$ cat config.mk
export PLATFORM = sky130hd
export DESIGN_NAME = pim_dispatch_arbiter
export DESIGN_NICKNAME = d
export VERILOG_FILES = /design/src/rtl/pim_dispatch_pkg.sv /design/src/rtl/pim_dispatch_arbiter_rr_pick.sv /design/src/rtl/pim_dispatch_arbiter.sv
export SDC_FILE = /design/constraint.sdc
export NUM_CORES = 1
export LEC_CHECK = 0
export ABC_AREA = 0
export CORE_UTILIZATION = 40
export CTS_CLUSTER_DIAMETER = 120
export DETAILED_ROUTE_END_ITERATION = 7
export GPL_ROUTABILITY_DRIVEN = 0
export PLACE_DENSITY = 0.67
export SLEW_MARGIN = 25
export SYNTH_ARGS = -nofsm -noshare
export SYNTH_HDL_FRONTEND = slang
export SYNTH_SLANG_ARGS = --single-unit
$ cat constraint.sdc
create_clock -name clk -period 6.5 [get_ports clk]
set_clock_uncertainty 0.2 [all_clocks]
set_input_delay 1.625 -clock clk [delete_from_list [all_inputs] [get_ports clk]]
set_output_delay 1.625 -clock clk [all_outputs]
set_load 0.05 [all_outputs]
$ cat src/rtl/pim_dispatch_pkg.sv
`default_nettype none
// ============================================================================
// Module  : pim_dispatch_pkg
// Brief   : Shared dispatcher state encoding and the PIM op codes that the
//           scheduler decode also uses.
// Revision: 1.0
// ============================================================================
package pim_dispatch_pkg;

  localparam int c_OP_W = 5;

  typedef enum logic [1:0] {
    ST_IDLE  = 2'd0,
    ST_ARB   = 2'd1,
    ST_ISSUE = 2'd2
  } dispatch_state_t;

  localparam logic [c_OP_W-1:0] c_OP_NOP  = 5'h00;
  localparam logic [c_OP_W-1:0] c_OP_RD   = 5'h01;
  localparam logic [c_OP_W-1:0] c_OP_WR   = 5'h02;
  localparam logic [c_OP_W-1:0] c_OP_ADD  = 5'h08;
  localparam logic [c_OP_W-1:0] c_OP_MUL  = 5'h09;
  localparam logic [c_OP_W-1:0] c_OP_MAC  = 5'h14;

endpackage
`default_nettype wire

$ cat src/rtl/pim_dispatch_arbiter_rr_pick.sv
`default_nettype none
// ============================================================================
// Module  : rr_pick
// Brief   : Combinational round-robin selector: first request at or above
//           ptr, wrapping modulo N.
// Revision: 1.0
// ============================================================================
module rr_pick #(
  parameter int N  = 2,
  parameter int IW = 1
) (
  input  logic [N-1:0]  req,
  input  logic [IW-1:0] ptr,
  output logic [N-1:0]  gnt,
  output logic [IW-1:0] idx,
  output logic          any
);

  // Two descending passes: the last hit wins, so the j >= ptr group has priority.
  always_comb begin
    gnt = '0;
    idx = '0;
    any = 1'b0;
    for (int j = N - 1; j >= 0; j--) begin
      if (req[j] && (j < int'(ptr))) begin
        gnt    = '0;
        gnt[j] = 1'b1;
        idx    = IW'(j);
        any    = 1'b1;
      end
    end
    for (int j = N - 1; j >= 0; j--) begin
      if (req[j] && (j >= int'(ptr))) begin
        gnt    = '0;
        gnt[j] = 1'b1;
        idx    = IW'(j);
        any    = 1'b1;
      end
    end
  end

endmodule
`default_nettype wire

$ cat src/rtl/pim_dispatch_arbiter.sv
`default_nettype none
// ============================================================================
// Module  : pim_dispatch_arbiter
// Brief   : Dispatches one command stream round-robin onto NUM_EXEC PIM
//           executors. Optional watchdog: define PIM_DISPATCH_WDOG_EN.
// Revision: 1.0
// ============================================================================
module pim_dispatch_arbiter
  import pim_dispatch_pkg::*;
#(
  parameter int DATA_WIDTH     = 32,
  parameter int BLOCK_SIZE     = 1024,
  parameter int NUM_EXEC       = 2,
  parameter int TIMEOUT_CYCLES = 255,
  localparam int AW = $clog2(BLOCK_SIZE),
  localparam int IW = (NUM_EXEC > 1) ? $clog2(NUM_EXEC) : 1
) (
  input  logic                  clk,
  input  logic                  rst,
  input  logic                  cmd_valid,
  output logic                  cmd_ready,
  input  logic [c_OP_W-1:0]     cmd_op,
  input  logic [AW-1:0]         cmd_a1,
  input  logic [AW-1:0]         cmd_a2,
  input  logic [AW-1:0]         cmd_a3,
  input  logic [DATA_WIDTH-1:0] cmd_din,
  input  logic [NUM_EXEC-1:0]   exec_busy,
  input  logic [NUM_EXEC-1:0]   exec_done,
  output logic [NUM_EXEC-1:0]   exec_start,
  output logic [c_OP_W-1:0]     exec_op,
  output logic [AW-1:0]         exec_a1,
  output logic [AW-1:0]         exec_a2,
  output logic [AW-1:0]         exec_a3,
  output logic [DATA_WIDTH-1:0] exec_din,
  output logic                  all_idle,
  output logic [NUM_EXEC-1:0]   timeout_err
);

  dispatch_state_t       r_state;
  logic [c_OP_W-1:0]     r_hold_op, r_exec_op;
  logic [AW-1:0]         r_hold_a1, r_hold_a2, r_hold_a3;
  logic [AW-1:0]         r_exec_a1, r_exec_a2, r_exec_a3;
  logic [DATA_WIDTH-1:0] r_hold_din, r_exec_din;
  logic [NUM_EXEC-1:0]   r_pending, r_exec_start;
  logic [NUM_EXEC-1:0]   w_free, w_gnt, w_pending_next, w_timeout_err, w_wdog_clr;
  logic [IW-1:0]         r_rr_ptr, r_grant_idx, w_idx, w_ptr_next;
  logic                  w_any;

  assign w_free = ~exec_busy & ~r_pending & ~w_timeout_err;

  rr_pick #(
    .N  (NUM_EXEC),
    .IW (IW)
  ) u_rr_pick (
    .req (w_free),
    .ptr (r_rr_ptr),
    .gnt (w_gnt),
    .idx (w_idx),
    .any (w_any)
  );

  assign w_ptr_next = (r_grant_idx == IW'(NUM_EXEC - 1)) ? '0 : r_grant_idx + IW'(1);

  // The issue set uses the live start pulse, so it wins over a coincident done.
  always_comb begin
    w_pending_next = r_pending & ~exec_done & ~w_wdog_clr;
    if (r_state == ST_ISSUE) begin
      w_pending_next = w_pending_next | r_exec_start;
    end
  end

  always_ff @(posedge clk or posedge rst) begin
    if (rst) begin
      r_state      <= ST_IDLE;
      r_hold_op    <= '0;
      r_hold_a1    <= '0;
      r_hold_a2    <= '0;
      r_hold_a3    <= '0;
      r_hold_din   <= '0;
      r_exec_op    <= '0;
      r_exec_a1    <= '0;
      r_exec_a2    <= '0;
      r_exec_a3    <= '0;
      r_exec_din   <= '0;
      r_exec_start <= '0;
      r_pending    <= '0;
      r_rr_ptr     <= '0;
      r_grant_idx  <= '0;
    end else begin
      r_pending <= w_pending_next;
      case (r_state)
        ST_IDLE: begin
          if (cmd_valid) begin
            r_hold_op  <= cmd_op;
            r_hold_a1  <= cmd_a1;
            r_hold_a2  <= cmd_a2;
            r_hold_a3  <= cmd_a3;
            r_hold_din <= cmd_din;
            r_state    <= ST_ARB;
          end
        end
        ST_ARB: begin
          if (w_any) begin
            r_grant_idx  <= w_idx;
            r_exec_start <= w_gnt;
            r_exec_op    <= r_hold_op;
            r_exec_a1    <= r_hold_a1;
            r_exec_a2    <= r_hold_a2;
            r_exec_a3    <= r_hold_a3;
            r_exec_din   <= r_hold_din;
            r_state      <= ST_ISSUE;
          end
        end
        ST_ISSUE: begin
          r_exec_start <= '0;
          r_rr_ptr     <= w_ptr_next;
          r_state      <= ST_IDLE;
        end
        default: begin
          r_exec_start <= '0;
          r_state      <= ST_IDLE;
        end
      endcase
    end
  end

`ifdef PIM_DISPATCH_WDOG_EN
  localparam int CW = $clog2(TIMEOUT_CYCLES + 1);

  for (genvar i = 0; i < NUM_EXEC; i++) begin : g_wdog
    logic [CW-1:0] r_cnt;
    logic          r_err;

    assign w_wdog_clr[i]    = r_pending[i] & ~exec_done[i] & (r_cnt == CW'(TIMEOUT_CYCLES - 1));
    assign w_timeout_err[i] = r_err;

    always_ff @(posedge clk or posedge rst) begin
      if (rst) begin
        r_cnt <= '0;
        r_err <= 1'b0;
      end else begin
        if ((r_state == ST_ISSUE) && r_exec_start[i]) begin
          r_cnt <= '0;
        end else if (r_pending[i]) begin
          r_cnt <= r_cnt + CW'(1);
        end
        if (w_wdog_clr[i]) begin
          r_err <= 1'b1;
        end
      end
    end
  end
`else
  logic w_unused_timeout;
  assign w_unused_timeout = (TIMEOUT_CYCLES == 0);
  assign w_wdog_clr       = '0;
  assign w_timeout_err    = '0;
`endif

  assign cmd_ready   = (r_state == ST_IDLE);
  assign all_idle    = (r_state == ST_IDLE) && !(|r_pending);
  assign exec_start  = r_exec_start;
  assign exec_op     = r_exec_op;
  assign exec_a1     = r_exec_a1;
  assign exec_a2     = r_exec_a2;
  assign exec_a3     = r_exec_a3;
  assign exec_din    = r_exec_din;
  assign timeout_err = w_timeout_err;

endmodule
`default_nettype wire

==> flow_summary_export.csv <==
group,metric,value,unit
drt,vias_per_cell,4.74,
global_routing,grt_pass1_vias,3415,
clocking,hold_buffers,0,
finish,fillCellCount,1095,
timing,fmax,259,MHz
finish,drive_above_1_share,22.6,%
drt,ant_nets,0,
setup_path,cp-start-kind,"flip-flop",
global_routing,grt_max_degree,102,
floorplan,num_rows,42,
clocking,numCtsBuffers,17,
global_routing,grt_use_total,16.3,%
setup_path,crit_buf_inv,1,
timing,period_minus_slack,3860,ps
pwr,pwr_density_cell,603,mW/mm^2
timing,final-setup-viol-count,0,
finish,multi_input_area,0.00180,mm^2
flow_run,drv_cap,0,
setup_path,crit_start,"r_state[0]",
timing,tightest_slew,909,ps
global_routing,gr-total-overflow,0,
finish,nets,548,
yosys,syn_inst,325,
floorplan,die_x,119,um
timing,slew_violations,0,
finish,antennaDiodeCount,0,
setup_path,path_cells,"nor4_1, clkdlybuf4s50_1",
finish,regArea,0.00355,mm^2
timing,setup_tns,0,ps
worst_hold_path,min_from,"r_grant_idx",
timing,period_share,59.3,%
yosys,synth_cell_types,26,
clocking,htreeDepth,4,
global_routing,grt_pass1_wl,17500,um
drt,postRouteWirelength,10700,um
yosys,seq_area_frac_synth,64.7,%
floorplan,fp.dieH,119,um
floorplan,ios,147,
worst_hold_path,hp-class,"reg2reg",
yosys,synth-seq-cells,142,
floorplan,initial_utilization,41.3,%
clocking,clk_latency,410,ps
clocking,clock_sinks,142,
setup_path,critPathRequiredTime,4680,ps
setup_path,crit_path_max_incr_delay,840,ps
status,status,"complete, no violations",
timing,rsz0062_at_grt,"false",
global_routing,antenna_found_initial,0,
clocking,clk_path_buf_depth,2,
finish,syn_to_final_growth,37.9,%
setup_path,crit_fanout,10,
yosys,synth_top_cell_by_area,"dfrtp_1",
drt,drtIter0Drc,121,
setup_path,critPathKind,"reg2out",
drt,vias,3125,
placed_design,dp.final_hpwl,6970,um
finish,final_common_cell,"clkdlybuf4s50_1",
clocking,post-cts-setup-buffer-count,0,
clocking,ctsResizeCount,0,
clocking,clockRootBuffer,"clkbuf_16",
floorplan,die_area,0.0142,mm^2
setup_path,path_delay_family,"buffers and inverters",
drt,dr.pass1.iters,4,
yosys,avgSynthCellArea,16.9,um^2
setup_path,timing.rr.start,"r_pending[0]",
yosys,netlist_area,0.00549,mm^2
timing,timing.hold.ws,250,ps
timing,relSlewSlack,39.4,%
pwr,p_leak,0.00323,uW
placed_design,io_buffers,144,
yosys,synth_area_leaders,"dfrtp_1 (65%), mux2_1 (11%), mux2_2 (9.8%)",
clocking,clkTransAtPathRegs,50,ps
floorplan,core_area,0.0133,mm^2
clocking,tritoncts,"done",
setup_path,cp.arrival,2030,ps
timing,finalHoldViolations,0,
drt,drc,0,
setup_path,cp-end-kind,"output pin",
yosys,synth_top_area_share,64.7,%
yosys,yosysWarningCount,0,
pwr,peakVddDrop,0.325,mV
drt,routedWlPerCell,16.3,um
setup_path,crit_slowest_cell,"clkdlybuf4s50_1",
finish,mostFrequentLayoutCells,"clkdlybuf4s50_1 (144), dfrtp_1 (142), mux2_1 (56)",
-- sequential cells by signal (all words and copies together), names as in the netlist --
name,flops
exec_din,32
r_rr_ptr,1
r_grant_idx,1
r_pending,2
r_hold_a2,10
r_hold_din,32
exec_a2,10
r_hold_a3,10
exec_a1,10
exec_a3,10
r_state,2
r_hold_a1,10
exec_op,5
r_hold_op,5
exec_start,2
-- worst register-to-register path, stage by stage, from the launching register on --
cell     delay (ps)
dfrtp_1         410
nor2_1          130
o21ai_4         530
buf_4           700
mux2_2          450
-- path summary, 6_finish.rpt --
path / to / slack [ps] / cells after the start
hold reg to reg: r_rr_ptr / 250 / 1
max in group asynchronous: r_state[0] / 3380 / 3
setup / recovery: all_idle / 2640 / 2
hold / removal: r_rr_ptr / 250 / 1
min in group asynchronous: r_hold_din[22] / 1590 / 2
setup reg to reg: exec_a3[1] / 3970 / 4
-- per-layer routing --
layer | up-vias | share of wire (%) | track usage (%)
li1 | 1427 | - | -
met1 | 1608 | 42 | 19.4
met2 | 74 | 51 | 26.8
met3 | 16 | 4.9 | 5.12
met4 | 0 | 2.0 | 8.07
met5 | - | 0 | 0
-- per-stage QoR --
step                total power, uW  instance area (um^2)  cells  utilization [%]  worst slack, ps
floorplan                      3070                  5490    326                -              865
global placement               3680                  7060    631             53.1             2240
detailed placement             3740                  7060    631             53.1             2210
CTS                            4620                  7570    659             56.9             2620
global route                   4790                  7570    659             56.9             2480
finish                         4560                  7570    659             56.9             2640
-- cell families (layout without fill, tap and decap cells) --
logic type             Yosys count  count (layout)  share of synthesized area [%]
multiplexers                   134             134                           29.5
other                            1               2                         0.0683
flip-flops                     142             142                           64.7
AND/OR/NAND/NOR                 13              13                           1.30
AO/OA/AOI/OAI                   13              13                           1.60
buffers and inverters           22             179                           2.78
-- power by group --
part           switching, uW  internal [uW]  leakage (uW)
registers                240           1340       0.00167
clock network            320            537      0.000250
logic                   1220            903       0.00131
-- area by class of cell --
cell class                 instances  area share (%)
clock buffer                      26            6.33
sequential                       142            46.9
clock inverter                     2           0.463
inverter                           4           0.264
multi-input combinational        162            23.8
tap                              176            2.91
timing repair buffer             147            19.3
-- cell usage after synthesis --
cell      instances
dfrtp_1         142
mux2_1           56
mux2_2           48
mux2_4           30
buf_2             8
buf_6             6
a21oi_1           5
buf_4             4
inv_1             4
nor2_1            3
a21bo_2           2
nand2_1           2
o21ai_0           2
a31oi_1           1
and2_1            1
and2b_1           1
conb_1            1
nand2b_1          1
nand3_1           1
nor2_2            1
nor2b_1           1
nor4_1            1
o21ai_2           1
o221ai_1          1
o311ai_0          1
or3b_2            1
No activity file was read; power rests on OpenSTA's default activity.
